<file path="src/rtl/ctrl_sequencer.sv">
`default_nettype none
// ============================================================================
// Module   : ctrl_sequencer
// Purpose  : Upstream control FSM for the register-file datapath. Latches a
//            9-bit instruction (III XXX YYY) from din when idle and steps
//            through T1..T3. It drives the register-write decoder, the bus
//            source select, the A/G load enables, the ALU op and a done pulse.
// Ports    : clk      - system clock, rising edge
//            resetn   - asynchronous active-low reset
//            run      - start request, sampled only in IDLE
//            din[8:0] - instruction word in IDLE, immediate data in mvi T1
//            xxx/yyy  - IR[5:3] / IR[2:0] to the decoder
//            en, fn_sig, sn_sig - decoder enable / first / second select
//            bus_sel  - 0-7 register, 8 DIN, 9 G, 15 none
//            ain, gin, add_sub  - A load, G load, ALU op (1 = sub)
//            done     - one-cycle pulse on the last cycle of an instruction
//            busy     - high whenever the FSM is not in IDLE
//            trap     - (CTRL_SEQ_ILLEGAL_TRAP_EN only) parked on illegal op
// Config   : CTRL_SEQ_ILLEGAL_TRAP_EN - when defined, an illegal opcode parks
//            the FSM in TRAP until reset instead of completing as a NOP.
// Revision : 1.0 - initial release
// ============================================================================
module ctrl_sequencer #(
    parameter logic [8:0] IR_RESET = 9'h000
) (
    input  logic       clk,
    input  logic       resetn,
    input  logic       run,
    input  logic [8:0] din,
    output logic [2:0] xxx,
    output logic [2:0] yyy,
    output logic       en,
    output logic       fn_sig,
    output logic       sn_sig,
    output logic [3:0] bus_sel,
    output logic       ain,
    output logic       gin,
    output logic       add_sub,
    output logic       done,
`ifdef CTRL_SEQ_ILLEGAL_TRAP_EN
    output logic       busy,
    output logic       trap
`else
    output logic       busy
`endif
);

    localparam logic [2:0] c_ST_IDLE = 3'd0;
    localparam logic [2:0] c_ST_T1   = 3'd1;
    localparam logic [2:0] c_ST_T2   = 3'd2;
    localparam logic [2:0] c_ST_T3   = 3'd3;
`ifdef CTRL_SEQ_ILLEGAL_TRAP_EN
    localparam logic [2:0] c_ST_TRAP = 3'd4;
`endif

    localparam logic [2:0] c_OP_MV   = 3'b000;
    localparam logic [2:0] c_OP_MVI  = 3'b001;
    localparam logic [2:0] c_OP_ADD  = 3'b010;
    localparam logic [2:0] c_OP_SUB  = 3'b011;
    localparam logic [2:0] c_OP_MVR  = 3'b100;

    localparam logic [3:0] c_BUS_DIN  = 4'd8;
    localparam logic [3:0] c_BUS_G    = 4'd9;
    localparam logic [3:0] c_BUS_NONE = 4'd15;

    logic [2:0] state_q, state_d;
    logic [8:0] ir_q,    ir_d;
    logic [2:0] w_op;

    assign w_op = ir_q[8:6];
    assign xxx  = ir_q[5:3];
    assign yyy  = ir_q[2:0];

    // ------------------------------------------------------------------
    // State and instruction registers
    // ------------------------------------------------------------------
    always_ff @(posedge clk or negedge resetn) begin
        if (!resetn) begin
            state_q <= c_ST_IDLE;
            ir_q    <= IR_RESET;
        end else begin
            state_q <= state_d;
            ir_q    <= ir_d;
        end
    end

    // ------------------------------------------------------------------
    // Next-state logic. IR is loaded only on the IDLE->T1 transition, so
    // din may change freely while an instruction is in flight.
    // ------------------------------------------------------------------
    always_comb begin
        state_d = c_ST_IDLE;
        ir_d    = ir_q;
        case (state_q)
            c_ST_IDLE: begin
                if (run) begin
                    ir_d    = din;
                    state_d = c_ST_T1;
                end else begin
                    state_d = c_ST_IDLE;
                end
            end
            c_ST_T1: begin
                case (w_op)
                    c_OP_ADD, c_OP_SUB:          state_d = c_ST_T2;
                    c_OP_MV, c_OP_MVI, c_OP_MVR: state_d = c_ST_IDLE;
`ifdef CTRL_SEQ_ILLEGAL_TRAP_EN
                    default:                     state_d = c_ST_TRAP;
`else
                    default:                     state_d = c_ST_IDLE;
`endif
                endcase
            end
            c_ST_T2: state_d = c_ST_T3;
            c_ST_T3: state_d = c_ST_IDLE;
`ifdef CTRL_SEQ_ILLEGAL_TRAP_EN
            // Only resetn leaves TRAP.
            c_ST_TRAP: state_d = c_ST_TRAP;
`endif
            // Unreachable encodings fall back to IDLE.
            default: state_d = c_ST_IDLE;
        endcase
    end

    // ------------------------------------------------------------------
    // Moore outputs. An Rx write is en+sn_sig, an Ry write is fn_sig alone,
    // so fn_sig and sn_sig are never asserted together.
    // ------------------------------------------------------------------
    always_comb begin
        en      = 1'b0;
        fn_sig  = 1'b0;
        sn_sig  = 1'b0;
        bus_sel = c_BUS_NONE;
        ain     = 1'b0;
        gin     = 1'b0;
        add_sub = 1'b0;
        done    = 1'b0;
`ifdef CTRL_SEQ_ILLEGAL_TRAP_EN
        trap    = 1'b0;
`endif
        case (state_q)
            c_ST_T1: begin
                case (w_op)
                    c_OP_MV: begin
                        bus_sel = {1'b0, ir_q[2:0]};
                        en      = 1'b1;
                        sn_sig  = 1'b1;
                        done    = 1'b1;
                    end
                    c_OP_MVI: begin
                        bus_sel = c_BUS_DIN;
                        en      = 1'b1;
                        sn_sig  = 1'b1;
                        done    = 1'b1;
                    end
                    c_OP_ADD, c_OP_SUB: begin
                        bus_sel = {1'b0, ir_q[5:3]};
                        ain     = 1'b1;
                    end
                    c_OP_MVR: begin
                        bus_sel = {1'b0, ir_q[5:3]};
                        fn_sig  = 1'b1;
                        done    = 1'b1;
                    end
                    default: begin
`ifdef CTRL_SEQ_ILLEGAL_TRAP_EN
                        done = 1'b0;
`else
                        // Illegal opcode completes as a NOP.
                        done = 1'b1;
`endif
                    end
                endcase
            end
            c_ST_T2: begin
                bus_sel = {1'b0, ir_q[2:0]};
                gin     = 1'b1;
                add_sub = ir_q[6];
            end
            c_ST_T3: begin
                bus_sel = c_BUS_G;
                en      = 1'b1;
                sn_sig  = 1'b1;
                done    = 1'b1;
            end
`ifdef CTRL_SEQ_ILLEGAL_TRAP_EN
            c_ST_TRAP: trap = 1'b1;
`endif
            default: begin
                bus_sel = c_BUS_NONE;
            end
        endcase
    end

    assign busy = (state_q != c_ST_IDLE);

endmodule
`default_nettype wire
</file>
<file path="config.mk">
export PLATFORM = sky130hd
export DESIGN_NAME = ctrl_sequencer
export DESIGN_NICKNAME = d
export VERILOG_FILES = /design/src/rtl/ctrl_sequencer.sv
export SDC_FILE = /design/constraint.sdc
export NUM_CORES = 1
export LEC_CHECK = 0
export ABC_AREA = 0
export CAP_MARGIN = 20
export CORE_MARGIN = 5
export CORE_UTILIZATION = 36
export CTS_CLUSTER_DIAMETER = 120
export DETAILED_ROUTE_END_ITERATION = 10
export HOLD_SLACK_MARGIN = 0.05
export PLACE_DENSITY_LB_ADDON = 0.3
export SYNTH_ARGS = -nofsm -noshare
export SYNTH_HDL_FRONTEND = slang
export SYNTH_SLANG_ARGS = --single-unit
export TNS_END_PERCENT = 1
</file>
<file path="constraint.sdc">
create_clock -name clk -period 1.2 [get_ports clk]
set_input_delay 0.12 -clock clk [delete_from_list [all_inputs] [get_ports clk]]
set_output_delay 0.12 -clock clk [all_outputs]
set_load 0.005 [all_outputs]
</file>
Yosys cells after proc, flatten, opt, wreduce, memory -nomap -nowiden

Index checks and enable logic that the tools add are counted.

Bits in registers: 12
Bits in latches: 0
RAM bits: 0
Bits in read-only memories: 0
Input port bits: 12
Output and inout port bits: 18
Logic and storage cells: 31
Memories kept: 0

Add/subtract/negate cells: 0
Multipliers: 0
Divide/modulo/power cells: 0
Order comparisons: 0
Eq/ne operators: 7
Shift-type cells: 0
Muxes and demuxes: 15
Bitwise logic cells: 0
Reduce and logical (&&, ||, !) cells: 7

Operators by type and width:

| kind                 | number |
|---|---|
| $pmux W4 S3          | 2 |
| $eq A3 B2 Y1 const B | 4 |
| $mux W1              | 9 |
| $pmux W3 S3          | 1 |
| $eq A3 B1 Y1 const B | 2 |
| $logic_not A3 Y1     | 2 |
| $pmux W1 S2          | 2 |
| $reduce_or A2 Y1     | 2 |
| $eq A3 B3 Y1 const B | 1 |
| $reduce_bool A3 Y1   | 1 |
| $reduce_or A3 Y1     | 1 |
| $mux W2              | 1 |
| $reduce_and A2 Y1    | 1 |

Logic depth before layout (Yosys ltp)

Depth in word-level cells: 4
Depth in mapped cells: 5
Depth with buffers taken out: 3

Worst setup path after synthesis

Ideal clock, no wire load.

Path type: register -> register
Start: reg state_q[1]
End: reg ir_q[0]
Setup time: 0.125 ns
Data arrival time: 1.182 ns
Required time: 1.075 ns
Slack: -0.108 ns
Cell stages (with the launch flop): 6
Path buffers: 2
Clock period less this slack: 1.308 ns
Path through: dfrtp_1 -> buf_2 -> nor2_2 -> and2_4 -> buf_6 -> mux2_4

Word-level cells in the longest chain between the ends: 2

Ends and longest elaborated chain:

| item                               | RTL line | RTL |
|---|---|---|
| start, declared                    | 66       | `logic [2:0] state_q, state_d;` |
| start signal, assigned             | 79       | `state_q <= c_ST_IDLE;` |
| start signal, assigned             | 82       | `state_q <= state_d;` |
| $logic_not A3 Y1                   | 94       | `case (state_q)` |
| $reduce_and A2 Y1 (no source line) | --       |  |
| end signal, assigned               | 83       | `ir_q <= ir_d;` |
| end, declared                      | 67       | `logic [8:0] ir_q, ir_d;` |

Every way passes these cells.
A chain may end at the register's enable or synchronous reset.

Worst setup path in the final report

Start: reg ir_q[8]
End: out done

Word-level cells in the longest chain between the ends: 4
Elaborated cells between the ends (all ways): 5
Those cells by class: eq/ne: 2; mux: 2; reduce/logical: 1

Ends and longest elaborated chain:

| item               | RTL line | RTL |
|---|---|---|
| $eq A3 B2 Y1       | 143      | `case (w_op)` |
| $reduce_or A2 Y1 * | --       |  |
| $mux W1 *          | 143      |  |
| $pmux W1 S2 *      | 141      | `case (state_q)` |
| end, declared      | 39       | `output logic done,` |

Mark *: on every way between the ends. The rest lies on a longest branch, timed or not.

==> key figures <==
Routing
  – Via count: 623
  – Via/cell ratio: 4.756
  – Wirelength per Cell: 14.05 um
  – Drt drc: 0
  – Post-route ant nets: 0
  – WL final: 1.840 mm
  – Iter 0 DRT Violations: 5
  – 1st-pass router iterations: 4

Floorplan
  – Die span in y: 53.60 um
  – Die span in x: 53.60 um
  – Total core area: 1764 um2
  – Die area: 2873 um2
  – Initial Util: 38.79%
  – # rows: 15
  – # IOs: 30

Synthesis
  – Synth Flop Type: dfrtp_1
  – Synth Warn #: 0
  – Synthesized Nets: 75
  – Mapped Avg Cell Area: 10.86 um2
  – Post-Syn Instances: 63
  – Ys async rst share: 100.0%
  – Register area share after synthesis: 40.22%
  – EDFF count, synth: 0
  – Seq cells post-synth: 11
  – Post-synthesis cell area: 684.4 um2
  – Synth cell types: 25

Global routing
  – GR Overflow Total: 0
  – First-pass GRT wire length: 3.084 mm
  – Vias in the first global route: 682
  – Antenna violations before repair: 0
  – Total GRT Usage: 14.92%
  – Largest net degree at the start of global routing: 12

Layout
  – Area delta synth->final: 67.28%
  – Fillcell total: 164
  – Most common cell after layout, fill and taps aside: buf_4
  – Multi-input gate area: 385.4 um2
  – Reg area: 280.3 um2
  – Design Area, Final: 1145 um2
  – Commonest non-fill, non-tap cells in the layout: 16 x buf_4, 11 x clkdlybuf4s50_1, 9 x mux2_4
  – Post-layout nets: 119
  – Antenna diodes: 0
  – Share of cells above drive strength 1: 56.60%

STA
  – Worst slew pin tran: 219.2 ps
  – RSZ-0062 raised after global routing: yes
  – Post-route setup TNS: -5151 ps
  – Min Hold Slack: 147.9 ps
  – Layout Skew: 3.075 ps
  – Hold Fails Final Rpt: 0
  – Final period util: 132.3%
  – Relative slew slack: 85.33%
  – Setup violators final: 22
  – FMAX: 629.9 MHz
  – Period minus WS final: 1587 ps
  – Slew Viols, Final: 0
  – Final worst slack: -387.5 ps

Placement
  – Gpl congestion: 0.7562
  – IO buf count: 29
  – Placed inst area: 1025 um2
  – Dpl hpwl: 1.219 mm

Clocking
  – Cts hold-fix bufs: 0
  – CTS root buf: clkbuf_4
  – TritonCTS clock tree: done
  – Clk_lat worst skew: 260 ps
  – Clock sink count: 11
  – CTS max path bufs: 2
  – CTS Buf Count: 3
  – H-tree depth: 1
  – Worst-path clk slew: 70 ps

Pwr
  – Lkg Pwr: 0.0005369 uW
  – Pwr/cell area: 2850 nW/um2
  – Peak supply drop: 1.481 mV
  – Overall power: 3262 uW

Critical path
  – CP max-delay cell: dfrtp_2
  – Worst setup EP type: output pin
  – Crit start category: register
  – Worst EP arrival: 1470 ps
  – Worst Path Buf+Inv: 2
  – CP delay by family, top: flip-flops
  – CP required: 1080 ps
  – Worst Path Max Fanout: 7
  – CP cell instances: nand2b_4 > buf_4 > o21a_1 > dlygate4sd2_1
  – Crit path kind: reg -> out
  – Max stage delay on crit path: 480 ps

Min path
  – HP Class: in -> async

Flow run
  – Number of max-cap violations: 0

Outcome
  – Status: finished, violations left
  – Violated checks: negative setup slack
[where the power goes]
part | total (uW) | internal [uW] | switching, uW | leakage [uW]
clock | 253 | 128 | 124 | 0.0000150
sequential | 835 | 578 | 257 | 0.000126
combinational | 2170 | 1400 | 774 | 0.000396
[synth_stat cells (all sizes together) (2+ instances only)]
cell	n	share of area, %
a21oi	3	2.2
and2	2	2.2
buf	9	10
clkbuf	2	1.1
dfrtp	11	40
inv	2	1.1
mux2	9	20
nand2	3	1.6
nor2	2	1.5
nor2b	5	4.6
nor3	2	1.5
o21a	3	3.3
o221ai	2	2.6
[area by class of cell]
class	instances	area share [%]
inverters	2	0.6557
well taps	25	2.732
multi-input cells	39	33.66
flip-flops and latches	11	24.48
clock buffers	4	2.295
repair buffers	50	36.17
[cell families (layout without fill, tap and decap cells)]
logic type / after synthesis / after routing / synth area share [%]
simple gates: 19 / 19 / 16.46
compound gates: 11 / 11 / 11.33
flops: 11 / 11 / 40.22
mux: 9 / 9 / 19.74
buf+inv: 13 / 56 / 12.25
[flip-flops by register name (all words and copies together), names as in the netlist]
| name | cells |
|---|---|
| ir_q | 9 |
| state_q | 2 |
[per-stage QoR]
stage / worst slack [ps] / std cells / util (%)
3_5_place_dp: -460.3 / 118 / 58.09
6_report: -387.5 / 131 / 64.89
3_3_place_gp: -447.6 / 118 / 58.09
5_1_grt: -486.8 / 131 / 64.89
2_1_floorplan: -80.10 / 63 / -
4_1_cts: -430.0 / 131 / 64.04
[what timing repair did]
item | in CTS | in global routing
gates resized for setup | 60 | 8
endpoints found under the hold margin | 0 | 0
buffers inserted | 9 | 0
setup endpoints to repair | 28 | 22
pin swaps | 3 | 3
[worst paths after layout]
| check | from | to | slack [ps] | cells after the start |
|---|---|---|---|---|
| max in group asynchronous | resetn | ir_q[7]$_DFFE_PN0P_ | 880 | 2 |
| min reg2reg | ir_q[5]$_DFFE_PN0P_ | ir_q[5]$_DFFE_PN0P_ | 540 | 1 |
| max | ir_q[8]$_DFFE_PN0P_ | done | -390 | 4 |
| min in group clk | din[6] | ir_q[6]$_DFFE_PN0P_ | 460 | 2 |
| min | resetn | ir_q[2]$_DFFE_PN0P_ | 150 | 2 |
| max reg2reg | state_q[0]$_DFF_PN0_ | ir_q[7]$_DFFE_PN0P_ | -260 | 5 |
[routing by layer]
metal / vias up / wire length [um] / share of wire, % / track usage, %
li1: 296 / - / - / -
met4: 0 / 0 / 0 / 5.106
met5: - / 0 / 0 / 0
met1: 306 / 726 / 39 / 16.47
met2: 21 / 964 / 52 / 27.76
met3: 0 / 149 / 8.1 / 3.324
(Power assumes the default switching activity.)
